===== src/rtl/pixel_op_pipe.sv =====
// pixel_op_pipe: streaming per-pixel point operator (brighten, darken,
// threshold, invert, passthrough) on packed NCH x CW pixels. It is a
// two-stage valid/ready pipeline. Mode, value and threshold are captured
// on the first beat of each frame, so every pixel in a frame uses the same
// operation.
// Optional feature macro: PIXEL_OP_GRAY_EN. When it is defined, mode 3'b100
// performs a grayscale conversion (this needs NCH == 3). When it is not
// defined, mode 3'b100 is passthrough.
module pixel_op_pipe #(
    parameter int CW  = 4,
    parameter int NCH = 3
) (
    input  logic              clk,
    input  logic              rst,
    input  logic [2:0]        mode,
    input  logic [CW-1:0]     value,
    input  logic [CW-1:0]     threshold,
    input  logic              in_valid,
    output logic              in_ready,
    input  logic [NCH*CW-1:0] in_pixel,
    input  logic              in_last,
    output logic              out_valid,
    input  logic              out_ready,
    output logic [NCH*CW-1:0] out_pixel,
    output logic              out_last,
    output logic              frame_active
);

    localparam int PW = NCH * CW;

    localparam logic [2:0] MODE_BRIGHT = 3'b000;
    localparam logic [2:0] MODE_DARK   = 3'b001;
    localparam logic [2:0] MODE_THRESH = 3'b010;
    localparam logic [2:0] MODE_INVERT = 3'b011;
`ifdef PIXEL_OP_GRAY_EN
    localparam logic [2:0] MODE_GRAY   = 3'b100;
`endif

    // Channel add that clamps to full scale instead of wrapping.
    function automatic logic [CW-1:0] sat_add(input logic [CW-1:0] c,
                                              input logic [CW-1:0] v);
        logic [CW:0] s;
        s = {1'b0, c} + {1'b0, v};
        return s[CW] ? {CW{1'b1}} : s[CW-1:0];
    endfunction

    // Channel subtract that clamps to zero instead of wrapping.
    function automatic logic [CW-1:0] sat_sub(input logic [CW-1:0] c,
                                              input logic [CW-1:0] v);
        logic signed [CW:0] d;
        d = $signed({1'b0, c}) - $signed({1'b0, v});
        return (d < 0) ? '0 : d[CW-1:0];
    endfunction

    // Point operation on one channel. Codes that are not listed pass the
    // channel through unchanged.
    function automatic logic [CW-1:0] op_ch(input logic [CW-1:0] c,
                                            input logic [2:0]    m,
                                            input logic [CW-1:0] v,
                                            input logic [CW-1:0] t);
        logic [CW-1:0] r;
        case (m)
            MODE_BRIGHT: r = sat_add(c, v);
            MODE_DARK:   r = sat_sub(c, v);
            MODE_THRESH: r = (c >= t) ? {CW{1'b1}} : '0;
            MODE_INVERT: r = ~c;
            default:     r = c;
        endcase
        return r;
    endfunction

    logic [2:0]    mode_s;
    logic [CW-1:0] value_s;
    logic [CW-1:0] thr_s;

    logic          vld_p1;
    logic [PW-1:0] pix_p1;
    logic          last_p1;
    logic          vld_p2;
    logic [PW-1:0] pix_p2;
    logic          last_p2;

    logic          s1_load;
    logic          s2_load;
    logic          accept;

    logic [2:0]    mode_e;
    logic [CW-1:0] value_e;
    logic [CW-1:0] thr_e;
    logic [PW-1:0] result;

    assign s2_load  = !vld_p2 || out_ready;
    assign s1_load  = !vld_p1 || s2_load;
    assign in_ready = s1_load;
    assign accept   = in_valid && s1_load;

    // The first beat of a frame uses the live settings, which are captured
    // on that same beat. Every later beat uses the captured copy.
    assign mode_e  = frame_active ? mode_s  : mode;
    assign value_e = frame_active ? value_s : value;
    assign thr_e   = frame_active ? thr_s   : threshold;

`ifdef PIXEL_OP_GRAY_EN
    logic [PW-1:0] gray_pix;
    generate
        if (NCH == 3) begin : g_gray
            logic [CW+1:0] ysum;
            assign ysum = {2'b00, in_pixel[CW-1:0]}
                        + {1'b0, in_pixel[2*CW-1:CW], 1'b0}
                        + {2'b00, in_pixel[3*CW-1:2*CW]};
            assign gray_pix = {NCH{ysum[CW+1:2]}};
        end else begin : g_nogray
            assign gray_pix = in_pixel;
        end
    endgenerate
`endif

    // Apply the selected operation to every channel of the incoming pixel.
    always_comb begin
        result = '0;
        for (int ch = 0; ch < NCH; ch++) begin
            result[ch*CW +: CW] = op_ch(in_pixel[ch*CW +: CW], mode_e, value_e, thr_e);
        end
`ifdef PIXEL_OP_GRAY_EN
        if (mode_e == MODE_GRAY) begin
            result = gray_pix;
        end
`endif
    end

    // Control state: the stage valid bits, the frame-in-progress flag and
    // the settings captured at the start of each frame.
    always_ff @(posedge clk) begin
        if (rst) begin
            vld_p1       <= 1'b0;
            vld_p2       <= 1'b0;
            frame_active <= 1'b0;
            mode_s       <= '0;
            value_s      <= '0;
            thr_s        <= '0;
        end else begin
            if (s1_load) begin
                vld_p1 <= in_valid;
            end
            if (s2_load) begin
                vld_p2 <= vld_p1;
            end
            if (accept) begin
                if (!frame_active) begin
                    mode_s  <= mode;
                    value_s <= value;
                    thr_s   <= threshold;
                end
                frame_active <= !in_last;
            end
        end
    end

    // ---- stage 1: register the computed pixel and its last flag ----
    always_ff @(posedge clk) begin
        if (accept) begin
            pix_p1  <= result;
            last_p1 <= in_last;
        end
    end

    // ---- stage 2: output register; it holds while downstream stalls ----
    always_ff @(posedge clk) begin
        if (rst) begin
            pix_p2  <= '0;
            last_p2 <= 1'b0;
        end else if (s2_load && vld_p1) begin
            pix_p2  <= pix_p1;
            last_p2 <= last_p1;
        end
    end

    assign out_valid = vld_p2;
    assign out_pixel = pix_p2;
    assign out_last  = last_p2;

endmodule


===== config.mk =====
export PLATFORM = sky130hd
export DESIGN_NAME = pixel_op_pipe
export DESIGN_NICKNAME = d
export VERILOG_FILES = /design/src/rtl/pixel_op_pipe.sv
export SDC_FILE = /design/constraint.sdc
export NUM_CORES = 1
export LEC_CHECK = 0
export BUFFER_PORTS_ARGS = -buffer_cell sky130_fd_sc_hd__buf_4
export CAP_MARGIN = 40
export CORE_MARGIN = 1
export CORE_UTILIZATION = 62
export DETAILED_ROUTE_END_ITERATION = 8
export GPL_ROUTABILITY_DRIVEN = 0
export PLACE_DENSITY = 0.87
export SLEW_MARGIN = 0
export SYNTH_ARGS = -nofsm -noshare
export SYNTH_HDL_FRONTEND = slang
export SYNTH_SLANG_ARGS = --single-unit

===== constraint.sdc =====
create_clock -name clk -period 9.3 [get_ports clk]
set_input_delay 1.395 -clock clk [delete_from_list [all_inputs] [get_ports clk]]
set_output_delay 1.395 -clock clk [all_outputs]
set_load 0.05 [all_outputs]

==> impl_metrics.ini <==
[status]
outcome = complete, no violations

[yosys]
syn_area_per_cell_um2 = 8.72
synth.area.top_cells = dfxtp_1 (18%), ha_1 (16%), edfxtp_1 (13%)
yosys_warnings = 0
synth_top_area_share = 0.182
ys_types = 46
yosysSeqAreaShare = 0.314
syn_area_um2 = 2960
async_flop_share = 0
synth-edff-count = 13
synthCells = 340
synth_top_cell_by_area = dfxtp_1
ys_ff_latch = 40
synth_ff_type = dfxtp_1
syn_nets = 412

[die]
ios = 44
fp.dieH_um = 71.1
dieArea_um2 = 5060
row_count = 24
die_w_um = 71.1
core_um2 = 4470
initial_utilization = 0.662

[min_path]
hold_path.class = flip-flop to flip-flop
hold_end = out_pixel[4]
min_path_cells = 2
min-delay-start = out_pixel[4]

[setup_path]
r2r_cells = 8
cpPeakStageDelay_ns = 0.26
endpoint_kind = output pin
rr_startpoint = frame_active
r2r_setup_slack_ns = 5.96
crit_path_start = out_ready
arrival_ns = 2.25
cp_slowest_cell = and2_1
critPathMostFrequentCell = buf_4
crit_family = simple AND/OR/NAND/NOR gates
start_kind = primary input
worst-path-buf-inv = 3
reg2reg_to = pix_p1[11]
path_class = primary input to output pin
worstPathCellList = buf_4, nor2b_1, and2_1, inv_1, buf_4
cp_data_required_time_ns = 7.91
cp_max_fo = 5

[clock_network]
clockBufferDepth = 2
cts_sinks = 40
cts.root.buffer_cell = clkbuf_8
clk_pin_slew_ns = 0.08
tritoncts = done
cts_inserted_buffers = 5
htreeDepth = 2
postCtsSetupBuffers = 0
insertion_delay_ns = 0.29
postCtsHoldBufs = 0
cts-resized-gates = 0

[sta]
grt_setup_unrepaired = false
relSlewSlack = 0.412
setup_viol = 0
finalSetupTns_ns = 0
post-route-min-period_ns = 3.64
fin_skew_ns = 0.00719
fmax_mhz = 274
worstMarginPinSlew_ns = 0.880
timing.final.max_slew_violations = 0
min_period_over_period = 0.392
hold_viol = 0

[routing]
drc = 0
routed_wl_mm = 6.96
drt_iter0_drc = 154
vias_per_cell = 6.06
ant_nets = 0
drtPass1Iterations = 9
vias = 2613
avgRoutedWirePerCell_um = 16.1

[placement]
dp_hpwl_mm = 5.20
port_buffers = 43
placed_area_um2 = 3310

[grt]
grt_first_pass_wirelength_mm = 11.4
grt_max_degree = 31
antenna_found_initial = 0
grt_overflow = 0
grt_pass1_vias = 2410
grtUsageTotal = 0.290

[pwr]
p_total_uw = 503
ir_drop_mv = 0.0645
power_density_nw_per_um2 = 147
leakage_nw = 1.47

[layout]
nets = 450
drive_above_1_share = 0.169
antenna_cells = 0
final_core_util = 0.764
synthToLayoutAreaGrowth_pct = 15.3
stdcell_area_um2 = 3420

[job]
maxCapViolCount = 0
## per-layer routing
| layer | part of all wire | track usage |
|---|---|---|
| met1 | 0.44 | 0.390 |
| met2 | 0.46 | 0.468 |
| met3 | 0.069 | 0.0470 |
| met4 | 0.024 | 0.111 |
| met5 | 0 | 0 |
## placed cells by master, fill, tap and decap left out, types with 3 or more instances in the layout
cell type,instances
a211oi_1,9
a21oi_1,28
a31oi_1,11
buf_4,47
clkbuf_8,5
dfxtp_1,27
edfxtp_1,13
fa_1,6
ha_1,38
inv_1,17
mux2_2,3
mux2i_1,9
nand2_1,42
nand2b_1,8
nand3_1,3
nor2_1,38
nor2b_1,5
nor3_1,15
nor3b_1,4
o21ai_0,6
o32a_1,3
xnor2_1,8
## synthesized netlist by cell type, drive strengths merged (3+ instances only)
cell type,n
clkbuf,11
a211oi,9
dfxtp,27
nor2,39
nor2b,5
xnor2,8
inv,17
a21oi,29
buf,5
fa,6
mux2i,9
o21ai,7
nand2b,8
nor3,15
mux2,3
nand3,3
ha,38
nor3b,4
nand2,42
a31oi,11
edfxtp,13
o32a,3
## registers in the layout, summed over array words and instances (netlist names)
name,cells
frame_active,1
last_p1,1
mode_s,3
out_last,1
out_pixel,12
out_valid,1
pix_p1,12
thr_s,4
value_s,4
vld_p1,1
## worst max path at each step
stage	to	slack, ns	cells past startpoint
CTS	in_ready	5.66	5
global placement	in_ready	5.69	5
detailed placement	in_ready	5.67	5
global route	in_ready	5.59	5
floorplan	pix_p1[6]	5.69	8
finish	in_ready	5.66	5
## cells by family (layout without fill, tap and decap cells)
group	Yosys count	in the layout	synth area share
adders and majority gates	44	44	0.201
AOI/OAI and AO/OA	75	75	0.172
muxes	12	12	0.0418
xor gates and xnor gates	10	10	0.0296
buffers and inverters	33	72	0.0452
and+or+nand+nor	126	126	0.196
DFF	40	40	0.314
## worst reg2reg max path: stages, from the launching register on
cell	delay (ns)
dfxtp_1	0.90
mux2_2	0.53
ha_1	0.26
fa_1	0.39
nand2b_1	0.10
a21oi_1	0.06
o21ai_0	0.33
o311a_1	0.34
a31oi_1	0.16
## metrics by stage
step / std cells / setup WS, ns / hold WS [ns]
6_report: 431 / 5.66 / 0.459
2_1_floorplan: 340 / 5.69 / 0.470
3_5_place_dp: 423 / 5.67 / 0.449
5_1_grt: 431 / 5.59 / 0.482
4_1_cts: 431 / 5.66 / 0.459
3_3_place_gp: 422 / 5.69 / 0.443
## final cells by class
cell class,instances,area (µm²)
Multi-Input combinational cell,267,1900
Fill cell,358,1060
Sequential cell,40,931
Timing Repair Buffer,47,353
Clock buffer,7,97.6
Tap cell,52,65.1
Inverter,17,63.8
Clock inverter,1,5.00
## power breakdown
| part | internal, mW | switching [mW] |
|---|---|---|
| Combinational | 0.0670 | 0.101 |
| Clock | 0.0688 | 0.0606 |
| Sequential | 0.197 | 0.00834 |
| Total | 0.333 | 0.169 |
Power figures use the tool's default switching activity.
